$ cat src/rtl/mul_seq_if.sv
// Handshake and operand/result bundle for the mul_seq iterative multiplier.
// The master requests a multiply; the slave (mul_seq) reports busy/done/y.
interface mul_seq_if #(
    parameter int WIDTH = 32
);
    logic                   start;
    logic [WIDTH-1:0]       a;
    logic [WIDTH-1:0]       b;
    logic                   a_signed;
    logic                   b_signed;
    logic                   busy;
    logic                   done;
    logic [2*WIDTH-1:0]     y;

    modport master (
        output start, a, b, a_signed, b_signed,
        input  busy, done, y
    );

    modport slave (
        input  start, a, b, a_signed, b_signed,
        output busy, done, y
    );
endinterface

$ cat src/rtl/mul_seq.sv
// Iterative shift-add multiplier with per-operand signedness and start/busy/done handshake.
// Optional macro MUL_SEQ_EARLY_TERM_EN: leave RUN once the remaining multiplier bits are zero.
module mul_seq #(
    parameter  int WIDTH = 32,
    localparam int CNT_W = $clog2(WIDTH + 1)
) (
    input  logic     clk,
    input  logic     rst,
    mul_seq_if.slave bus
);
    typedef enum logic [1:0] {IDLE, RUN, DONE} state_t;

    localparam logic [CNT_W-1:0] LAST_CNT = CNT_W'(WIDTH - 1);

    state_t               state_reg, state_next;
    logic [2*WIDTH-1:0]   acc_reg;
    logic [2*WIDTH-1:0]   mcand_reg;
    logic [WIDTH-1:0]     mplier_reg;
    logic [CNT_W-1:0]     cnt_reg;
    logic                 neg_reg;
    logic                 busy_reg;
    logic                 done_reg;
    logic [2*WIDTH-1:0]   y_reg;

    logic                 accept;
    logic                 run_last;
    logic [WIDTH-1:0]     mag_a;
    logic [WIDTH-1:0]     mag_b;
    logic [2*WIDTH-1:0]   acc_sum;

    // Magnitudes are formed on the raw inputs so only |a|, |b| and the result sign are latched.
    assign mag_a   = (bus.a_signed && bus.a[WIDTH-1]) ? -bus.a : bus.a;
    assign mag_b   = (bus.b_signed && bus.b[WIDTH-1]) ? -bus.b : bus.b;
    assign acc_sum = acc_reg + ({2*WIDTH{mplier_reg[0]}} & mcand_reg);

`ifdef MUL_SEQ_EARLY_TERM_EN
    assign run_last = (mplier_reg[WIDTH-1:1] == '0) || (cnt_reg == LAST_CNT);
`else
    assign run_last = (cnt_reg == LAST_CNT);
`endif

    always_comb begin
        state_next = state_reg;
        accept     = 1'b0;
        case (state_reg)
            IDLE: begin
                if (bus.start) begin
                    state_next = RUN;
                    accept     = 1'b1;
                end
            end
            RUN: begin
                if (run_last) begin
                    state_next = DONE;
                end
            end
            DONE: begin
                if (bus.start) begin
                    state_next = RUN;
                    accept     = 1'b1;
                end else begin
                    state_next = IDLE;
                end
            end
            default: state_next = IDLE;
        endcase
    end

    always_ff @(posedge clk) begin
        if (rst) begin
            state_reg  <= IDLE;
            acc_reg    <= '0;
            mcand_reg  <= '0;
            mplier_reg <= '0;
            cnt_reg    <= '0;
            neg_reg    <= 1'b0;
            busy_reg   <= 1'b0;
            done_reg   <= 1'b0;
            y_reg      <= '0;
        end else begin
            state_reg <= state_next;
            busy_reg  <= (state_next == RUN);
            done_reg  <= (state_next == DONE);
            if (accept) begin
                acc_reg    <= '0;
                mcand_reg  <= {{WIDTH{1'b0}}, mag_a};
                mplier_reg <= mag_b;
                cnt_reg    <= '0;
                neg_reg    <= (bus.a_signed & bus.a[WIDTH-1]) ^ (bus.b_signed & bus.b[WIDTH-1]);
            end else if (state_reg == RUN) begin
                acc_reg    <= acc_sum;
                mcand_reg  <= mcand_reg << 1;
                mplier_reg <= mplier_reg >> 1;
                cnt_reg    <= cnt_reg + 1'b1;
                // Negating a zero accumulator yields zero, so no negative zero escapes.
                if (run_last) begin
                    y_reg <= neg_reg ? -acc_sum : acc_sum;
                end
            end
        end
    end

    assign bus.busy = busy_reg;
    assign bus.done = done_reg;
    assign bus.y    = y_reg;
endmodule
$ cat src/flat_wrapper.sv
// flat-port wrapper written by rule: the top's interface ports become plain ports
module mul_seq_flat 
#(
    parameter  int WIDTH = 32,
    localparam int CNT_W = $clog2(WIDTH + 1)
)
  (clk, rst, bus_start, bus_a, bus_b, bus_a_signed, bus_b_signed, bus_busy, bus_done, bus_y);
  mul_seq_if #(.WIDTH(WIDTH)) bus_i ();
  input  logic clk;
  input  logic rst;
  input wire logic [$bits(bus_i.start)-1:0] bus_start;
  input wire logic [$bits(bus_i.a)-1:0] bus_a;
  input wire logic [$bits(bus_i.b)-1:0] bus_b;
  input wire logic [$bits(bus_i.a_signed)-1:0] bus_a_signed;
  input wire logic [$bits(bus_i.b_signed)-1:0] bus_b_signed;
  output wire logic [$bits(bus_i.busy)-1:0] bus_busy;
  output wire logic [$bits(bus_i.done)-1:0] bus_done;
  output wire logic [$bits(bus_i.y)-1:0] bus_y;
  assign bus_i.start = bus_start;
  assign bus_i.a = bus_a;
  assign bus_i.b = bus_b;
  assign bus_i.a_signed = bus_a_signed;
  assign bus_i.b_signed = bus_b_signed;
  assign bus_busy = bus_i.busy;
  assign bus_done = bus_i.done;
  assign bus_y = bus_i.y;
  mul_seq #(.WIDTH(WIDTH)) u_core (.clk(clk), .rst(rst), .bus(bus_i));
endmodule
$ cat config.mk
export PLATFORM = sky130hd
export DESIGN_NAME = mul_seq_flat
export DESIGN_NICKNAME = d
export VERILOG_FILES = /design/src/rtl/mul_seq_if.sv /design/src/rtl/mul_seq.sv /design/src/flat_wrapper.sv
export SDC_FILE = /design/constraint.sdc
export NUM_CORES = 1
export LEC_CHECK = 0
export CAP_MARGIN = 0
export CELL_PAD_IN_SITES_DETAIL_PLACEMENT = 1
export CELL_PAD_IN_SITES_GLOBAL_PLACEMENT = 1
export CORE_ASPECT_RATIO = 1.5
export CORE_MARGIN = 8
export CORE_UTILIZATION = 35
export DETAILED_ROUTE_END_ITERATION = 16
export PLACE_DENSITY = 0.67
export SLEW_MARGIN = 25
export SYNTH_ARGS = -nofsm -noshare
export SYNTH_HDL_FRONTEND = slang
export SYNTH_SLANG_ARGS = --single-unit
$ cat constraint.sdc
create_clock -name clk -period 5 [get_ports clk]
set_clock_uncertainty 0.2 [all_clocks]
set_input_delay 1 -clock clk [delete_from_list [all_inputs] [get_ports clk]]
set_output_delay 1 -clock clk [all_outputs]
set_load 0.05 [all_outputs]
== Word-level counts from Yosys, hierarchy flattened ==
Index checks and enable logic that the tools add are counted.
Storage, ports and cells
  bits in registers: 235
  input port bits: 69
  output and inout port bits: 66
  word-level logic and storage cells: 45
Operators by class
  add/sub/neg operators: 5
  eq/ne operators: 5
  multiplexer cells: 13
  bitwise operators: 5
  reduce and logical (&&, ||, !) cells: 7
Operators with widths (number)
  32-bit 2-to-1 mux: 6
  64-bit adder: 1
  64-bit AND: 1
  64-bit 2-to-1 mux: 1
  32-bit negation: 2
  64-bit negation: 1
  6-bit by 1-bit adder with 6-bit output, second input constant: 1
  6-bit by 5-bit equality test with 1-bit output, second input constant: 1
  2-bit case mux with 3 select lines: 1
  2-bit by 1-bit equality test with 1-bit output, second input constant: 2
  2-bit equality test, second input constant: 2
  2-bit 2-to-1 mux: 2
  2-bit OR reduction: 2
  1-bit 2-to-1 mux: 3
  3-bit AND reduction: 1
  1-bit AND: 2
  1-bit logical AND: 2
  2-bit zero test: 1
  2-bit nonzero test: 1
  1-bit NOT: 1
  1-bit XOR: 1

== Longest topological paths before layout ==
Gate-level depths: netlist of run 1.
  depth in word-level cells: 5
  depth in mapped cells: 20
  depth with buffers taken out: 16

== Least setup slack after synthesis of run 1 ==
OpenSTA, ideal clock, no wires.
  path type: flip-flop to flip-flop
  start: register u_core.mplier_reg[0]
  end: register u_core.y_reg[63] (netlist: u_core.bus.y[63])
  library setup time: 132 ps
  data arrival time: 4992 ps
  data required time: 4668 ps
  setup slack: -325 ps
  stages on the path, launching flop included: 21
  period minus slack after synthesis: 5325 ps
  cell sequence: dfxtp_1 clkbuf_1 clkbuf_1 and2_1 ha_1 inv_1 fa_1 nor2b_1 o31a_1 o211ai_1 and3_1 buf_6 o311a_1 a221o_1 a2111o_1 or4b_4 or4_4 buf_6 nor4b_1 mux2i_1 a21oi_1
Between the ends
  cells in the longest elaborated chain, start to end: 4
RTL lines
  start: declaration: RTL line mul_seq.sv:18  | logic [WIDTH-1:0] mplier_reg;
  start signal: assignment: RTL line mul_seq.sv:87  | mplier_reg <= mag_b;
  start signal: assignment: RTL line mul_seq.sv:93  | mplier_reg <= mplier_reg >> 1;
  64-bit AND (*): RTL line mul_seq.sv:34  | assign acc_sum = acc_reg + ({2*WIDTH{mplier_reg[0]}} & mcand_reg);
  64-bit adder (*): RTL line mul_seq.sv:34
  64-bit negation: RTL line mul_seq.sv:97  | y_reg <= neg_reg ? -acc_sum : acc_sum;
  64-bit 2-to-1 mux (*): RTL line mul_seq.sv:97
  end signal: assignment: RTL line mul_seq.sv:97
  end: declaration: RTL line mul_seq.sv:23  | logic [2*WIDTH-1:0] y_reg;
Mark *: on every way between the ends. The rest lies on a longest branch, timed or not.
A chain may end at the register's enable or synchronous reset.

== Worst setup path in the final report of run 1 ==
  start: register u_core.mplier_reg[0]
  end: register u_core.y_reg[53] (netlist: u_core.bus.y[53])
The elaborated chain is that of the path after synthesis.

==> results of run 1 <==
## cell usage after synthesis, drive strengths merged, types with 4 or more instances
cell type  count  area share (%)
a21boi         6            0.28
nor4          13            0.59
or2           11            0.42
nand2b        11            0.42
inv           27            0.62
mux2i          5            0.31
a221oi         6            0.32
o31ai         32             1.5
nand4         28             1.1
a21oi        219             6.8
a31oi          8            0.31
and3          15            0.59
nand2        428             9.9
nor2         245             5.7
or3           26             1.0
clkbuf       104             2.4
nand3         30            0.92
o21a          28             1.3
o31a           4            0.22
nor2b          6            0.23
and2          78             3.0
o21bai         6            0.28
o41ai         11            0.75
a22oi          4            0.18
ha            67             5.2
a211oi        69             3.3
a21o          31             1.4
o211ai        17            0.79
xnor2         79             4.3
nor3b          4            0.18
or4           13            0.62
nand3b         4            0.18
a311oi        64             3.5
nor3          44             1.4
dfxtp        235              29
o21ai         98             3.0
o22ai          6            0.23
buf           35             1.1
xor2          84             4.5
## worst max-delay path, cell delays in order (launching register included)
cell      delay (ns)
dfxtp_2         0.33
buf_6           0.13
buf_12          0.15
and2_4          0.17
ha_4            0.29
nand2_4         0.07
buf_6           0.13
nor4_4          0.31
o211ai_1        0.14
and3_4          0.19
o311a_1         0.31
a221o_1         0.29
a2111o_1        0.43
or4b_4          0.51
or4_4           0.68
o21ai_0         0.28
xor2_1          0.10
a211oi_1        0.24
## placed cells by master, fill, tap and decap left out, types with 23 or more instances in the layout
cell	netlist	routed
nor2_1	245	240
clkbuf_16	0	25
a21oi_1	215	193
xnor2_1	79	77
o21ai_0	93	78
nand2_1	426	417
ha_4	0	23
and2_1	77	60
dfxtp_1	235	233
nor3_1	44	38
inv_1	27	26
nand3_1	30	29
buf_4	3	286
a21o_1	30	30
a211oi_1	67	63
xor2_1	84	83
ha_1	67	42
or3_1	25	25
clkdlybuf4s50_1	0	133
o21a_1	28	26
nand4_1	28	28
a311oi_1	63	63
## layer usage
layer | vias up | global-route usage, %
li1 | 8549 | -
met1 | 8463 | 25.4
met2 | 371 | 45.2
met3 | 156 | 2.61
met4 | 0 | 13.5
met5 | - | 0
## final timing paths
| check | slack [ns] | end | cells after the start |
|---|---|---|---|
| max | -0.05 | u_core.bus.y[53] | 17 |
| max reg2reg | -0.05 | u_core.bus.y[53] | 17 |
| min | 0.26 | u_core.bus.y[21] | 2 |
| min reg2reg | 0.26 | u_core.bus.y[21] | 2 |
## power groups by stage
stage	clock network, mW	logic [mW]	registers (mW)
finish	1.89	0.996	1.98
global placement	0	0.903	2.02
CTS	1.94	0.956	1.98
detailed placement	0	0.918	2.02
floorplan	0	0.519	2.00
global route	2.01	1.08	1.99
## what timing repair did
item / 4_1_cts / 5_1_grt
pin swaps: 31 / 36
setup buffers: 11 / 8
hold endpoints to repair: 0 / 0
setup endpoints to repair: 33 / 27
resized for setup: 101 / 91
## metrics by stage
step / instances / worst slack [ns]
3_5_place_dp: 3094 / -0.604
3_3_place_gp: 3094 / -0.538
5_1_grt: 3157 / -0.221
2_1_floorplan: 2239 / 0.00854
6_report: 3157 / -0.0492
4_1_cts: 3149 / -0.0304
## area by class of cell
| type | instances | area, sq um |
|---|---|---|
| inverter | 27 | 101 |
| multi-input combinational | 1837 | 11800 |
| fill | 5576 | 24000 |
| clock inverter | 8 | 62.6 |
| clock buffer | 36 | 757 |
| timing repair buffer | 426 | 3570 |
| tap | 588 | 736 |
| sequential | 235 | 4710 |
## kinds of logic (layout without fill, tap and decap cells)
family	after synthesis	in the layout	share of synthesized area, %
AND/OR/NAND/NOR	967	967	26.8
flip-flops	235	235	29.0
AO/OA/AOI/OAI	632	632	25.5
adder cells (fa/ha/maj)	68	68	5.28
XOR/XNOR	163	163	8.79
buffers and inverters	167	497	4.17
multiplexers	7	7	0.447
==> key figures, run 1 <==
Clock tree
  • Later-pin clock latency in the skew report: 0.57 ns
  • Clock root cell: clkbuf_16
  • CTS tree: built
  • H-tree Lvls: 1
  • Clock slew at reported path FFs: approximately 0.070 ns
  • Cts hold-fix bufs: 0
  • Clk buf depth: 3
  • CTS Buf Count: 25
  • Clock Sinks: roughly 240

Timing
  • Worst-Margin Slew: between 1 and 1.5 ns
  • Unrepaired setup endpoints after global routing: true
  • Setup violators final: 6
  • Setup ws final: -0.0492 ns
  • Slew margin rel.: 31.4%
  • Max Slew Vio Count: 0
  • Final-report hold violation count: 0
  • Tcrit/Tclk final: 101%
  • Hold_ws: about 0.26 ns
  • Final min period: between 5 and 6 ns
  • Fin Setup TNS: -0.157 ns
  • Achievable frequency: just under 200 MHz

Pwr
  • Register share of total power: between 40% and 50%
  • Overall power: roughly 5 mW
  • Pwr per Cell Area: around 220 nW/um^2
  • Part of the power in combinational logic: 20.5%
  • Net switching power: 1.48 mW
  • Leak: 8.28 nW
  • Switch share: 30.3%
  • Clock power frac: 38.9%
  • Internal Power: 3.39 mW
  • VDD IR-drop max: between 200 and 300 uV

Worst setup path
  • Crit end category: register
  • Crit path kind: reg2reg
  • WP data arrival: ~5.3 ns
  • Worst EP required: between 5 and 6 ns
  • Startpoint Class: register
  • Critical Path Start: u_core.mplier_reg[0]
  • FF-to-FF Start: u_core.mplier_reg[0]
  • Worst-path maximum fanout: 27

Routing
  • WL/cell: 21.0 microns
  • Post-route DRC: 0
  • Drt pass-1 iters: 5
  • DRT met1 WL: ~25,000 microns
  • Antenna Nets Post-Route: 0
  • Met3 WL: between 2000 and 2500 microns
  • Initial DRC count: 704
  • Vias/cell: between 5 and 6
  • Max layer used: met4
  • Met2 WL: roughly 35,000 microns
  • Routed WL: between 60,000 and 70,000 microns
  • Vias: approximately 18,000

Global routing
  • Initial antenna violation count: 0
  • Largest net degree at the start of global routing: between 90 and 100
  • Gr ovfl total: 0
  • Number of global-route vias before repair: about 19,000
  • Global-route wire length before repair: slightly above 100,000 microns
  • Overall Global Routing Usage: roughly a quarter

Final layout
  • N_diodes: 0
  • Design area: 21,800 sq um
  • Post-layout util: about 48%
  • Nets@finish: approximately 2,700
  • Area grow syn2layout: 34.0%
  • Fraction of layout cells with a size suffix above 1: between 20% and 30%

Synth
  • Number of synthesized flops with an enable pin: 0
  • Average size of a mapped cell: slightly above 7 sq um
  • Syn Std Cell Area: between 15,000 and 20,000 sq um
  • #FFs+latches synth: approximately 240
  • Post-Syn Nets: roughly 2,400
  • Yosys warns: 0
  • Unique cell type count in the Yosys netlist: 82
  • Seq/Total Area, Yosys: around 29%
  • Ys async rst share: 0%
  • Primary FF master, synth: dfxtp_1
  • Post-Synthesis Cells: around 2,200

Status
  • Failing checks: setup timing
  • Outcome: complete, but fails checks

Die
  • CORE AREA: approximately 46,000 sq um
  • Standard-cell row count: between 90 and 100
  • Die Wd: between 150 and 200 microns
  • Starting Density: 35.5%
  • Die area: 53,700 sq um
  • Vert. Die Dim: 280 microns
  • I/O Pins: ~140

Run
  • Max Cap Viol: 0

Hold path
  • Hold Crit Start: u_core.bus.y[21]
  • Worst hold path type: reg2reg

Placement
  • RePlAce Congestion: a little under 1
  • Buffers on Ports: roughly 130
  • HPWL Detailed: 52,000 microns
  • Cell Area, Placed: 19,900 sq um
No activity file was read; power rests on OpenSTA's default activity.
==> inputs of run 2 (changes only) <==
--- a/config.mk
+++ b/config.mk
@@ -11,6 +11,7 @@
 export CORE_ASPECT_RATIO = 1.5
 export CORE_MARGIN = 8
 export CORE_UTILIZATION = 35
+export CTS_CLUSTER_DIAMETER = 40
 export DETAILED_ROUTE_END_ITERATION = 16
 export PLACE_DENSITY = 0.67
 export SLEW_MARGIN = 25
==> key figures, run 2 (same netlist as run 1, synthesis figures left out) <==
Final layout
  • Nets@finish: approximately 2,700
  • N_diodes: 0
  • Non-Filler Instances: 3,175
  • Post-layout util: about half
  • Most frequent cells in the layout: 418 x nand2_1, 284 x buf_4, 239 x nor2_1
  • Design area: about 22,000 sq um
  • Most common cell after layout, fill and taps aside: nand2_1
  • Fraction of layout cells with a size suffix above 1: about a fifth
  • Area grow syn2layout: 36.7%

Worst setup path
  • Worst Path Buf+Inv: 3
  • Crit end category: register
  • Worst-path maximum fanout: 27
  • Worst EP required: between 5 and 6 ns
  • Most used cell, CP: nor4b_4
  • Worst-path cell chain: buf_6 > buf_12 > and2_1 > ha_4 > a21oi_4 > buf_4 > o21ai_2 > a311oi_4 > a22oi_1 > xnor2_2 > o31ai_2 > nor4b_4 > or4b_4 > or4_4 > nor4b_4 > mux2i_1 > a21oi_1
  • Crit path largest cell delay: between 0.6 and 0.7 ns
  • WP data arrival: between 5 and 6 ns
  • Crit path kind: reg2reg
  • CP max stage cell: or4_4
  • Startpoint Class: register
  • Largest delay share family, worst path: simple AND/OR/NAND/NOR gates

Clock tree
  • Clock Sinks: around 240
  • Later-pin clock latency in the skew report: ~0.55 ns
  • Clock root cell: clkbuf_16
  • Clock slew at reported path FFs: around 0.06 ns
  • H-tree Lvls: 2
  • Clk buf depth: 3
  • CTS Buf Count: 36
  • CTS tree: built

Routing
  • Post-route DRC: 0
  • Vias/cell: 5.57
  • Drt pass-1 iters: 4
  • Antenna Nets Post-Route: 0
  • Initial DRC count: 762
  • Vias: about 18,000
  • Routed WL: around 67,000 microns
  • WL/cell: approximately 21 microns

Status
  • Outcome: complete, but fails checks
  • Failing checks: setup timing

Placement
  • Placed Instances: a little over 3,000
  • Place WS: -0.604 ns
  • Cell Area, Placed: 19,900 sq um
  • RePlAce Congestion: roughly 1
  • Buffers on Ports: around 130
  • HPWL Detailed: 52,000 microns

Timing
  • Fin Setup TNS: -0.146 ns
  • Slew margin rel.: roughly a third
  • Max Slew Vio Count: 0
  • Setup ws final: -0.0445 ns
  • Final-report hold violation count: 0
  • Achievable frequency: 198 MHz
  • Setup violators final: 5
  • Tcrit/Tclk final: 101%
  • Worst-Margin Slew: slightly above 1 ns
  • Final min period: just over 5 ns
  • Unrepaired setup endpoints after global routing: true
  • Hold_ws: 0.259 ns

Die
  • Die Wd: around 190 microns
  • Standard-cell row count: between 90 and 100
  • Die area: between 50,000 and 60,000 sq um
  • Starting Density: 35.5%
  • CORE AREA: 45,800 sq um
  • Vert. Die Dim: between 200 and 300 microns
  • I/O Pins: 135

Global routing
  • Gr ovfl total: 0
  • Overall Global Routing Usage: 24.4%
  • Global-route wire length before repair: between 100,000 and 150,000 microns
  • M3 GR Usage: approximately 2.9%
  • Largest net degree at the start of global routing: between 90 and 100
  • Top Usage Layer GRT: met2
  • Routing usage on met2: a little under half
  • GR Util met1: between 20% and 30%
  • Number of global-route vias before repair: between 15,000 and 20,000
  • Initial antenna violation count: 0

Pwr
  • Internal Power: between 3 and 4 mW
  • VDD IR-drop max: around 190 uV
  • Switch share: a little under a third
  • Leak: approximately 8.5 nW
  • Clock power frac: around 46%
  • Overall power: roughly 5.5 mW
  • Net switching power: ~1.7 mW
  • Part of the power in combinational logic: around 18%
  • Register share of total power: roughly 36%
  • Pwr per Cell Area: approximately 250 nW/um^2

Hold path
  • Worst hold path type: reg2reg

Run
  • Max Cap Viol: 0
-- run 2: timing repair --
item,4_1_cts,5_1_grt
pin swaps,31,37
buffers inserted,11,8
endpoints found under the setup margin,33,28
hold buffers,0,0
resized for setup,104,90
-- run 2: tightest hold or removal path: cells and delay by family (launching register included) --
| family | cells | cell delay (ns) |
|---|---|---|
| AO/OA/AOI/OAI | 1 | 0.05 |
| flip-flops | 1 | 0.31 |
| AND/OR/NAND/NOR | 1 | 0.05 |
-- run 2: final timing paths --
path / start / cells after the start / slack (ns) / endpoint
setup reg to reg: u_core.mplier_reg[0] / 17 / -0.04 / u_core.bus.y[63]
setup / recovery: u_core.mplier_reg[0] / 17 / -0.04 / u_core.bus.y[63]
hold reg to reg: u_core.bus.y[21] / 2 / 0.26 / u_core.bus.y[21]
hold / removal: u_core.bus.y[21] / 2 / 0.26 / u_core.bus.y[21]
-- run 2: power by group through the flow --
stage / Sequential (mW) / Clock [mW] / Combinational [mW]
after floorplan: 2.00 / 0 / 0.519
after global placement: 2.02 / 0 / 0.903
after detailed placement: 2.02 / 0 / 0.918
after CTS: 1.98 / 2.62 / 0.957
after global routing: 1.99 / 2.68 / 1.08
final: 1.98 / 2.55 / 0.997
-- run 2: routing by layer --
layer	vias up	wire length, microns
met5	-	0
met4	0	4800
met3	191	2190
met2	412	34600
met1	8508	25400
li1	8578	-
-- run 2: area by class of cell --
cell class                 count  area [sq um]
sequential                   235          4710
multi-input combinational   1837         11900
tap                          588           736
timing repair buffer         426          3580
inverter                      27           101
clock buffer                  42           973
clock inverter                20           241
fill                        5531         23600
==> inputs of run 3 (changes only) <==
==> constraint.sdc (replaced) <==
create_clock -name clk -period 5 [get_ports clk]
set_clock_uncertainty 0.2 [all_clocks]
set_input_delay 1 -clock clk [delete_from_list [all_inputs] [get_ports clk]]
set_output_delay 1 -clock clk [all_outputs]
set_load 0.02 [all_outputs]
==> results of run 3 <==
Same layout as run 2 (identical final DEF). Status: complete, but fails checks: setup timing.
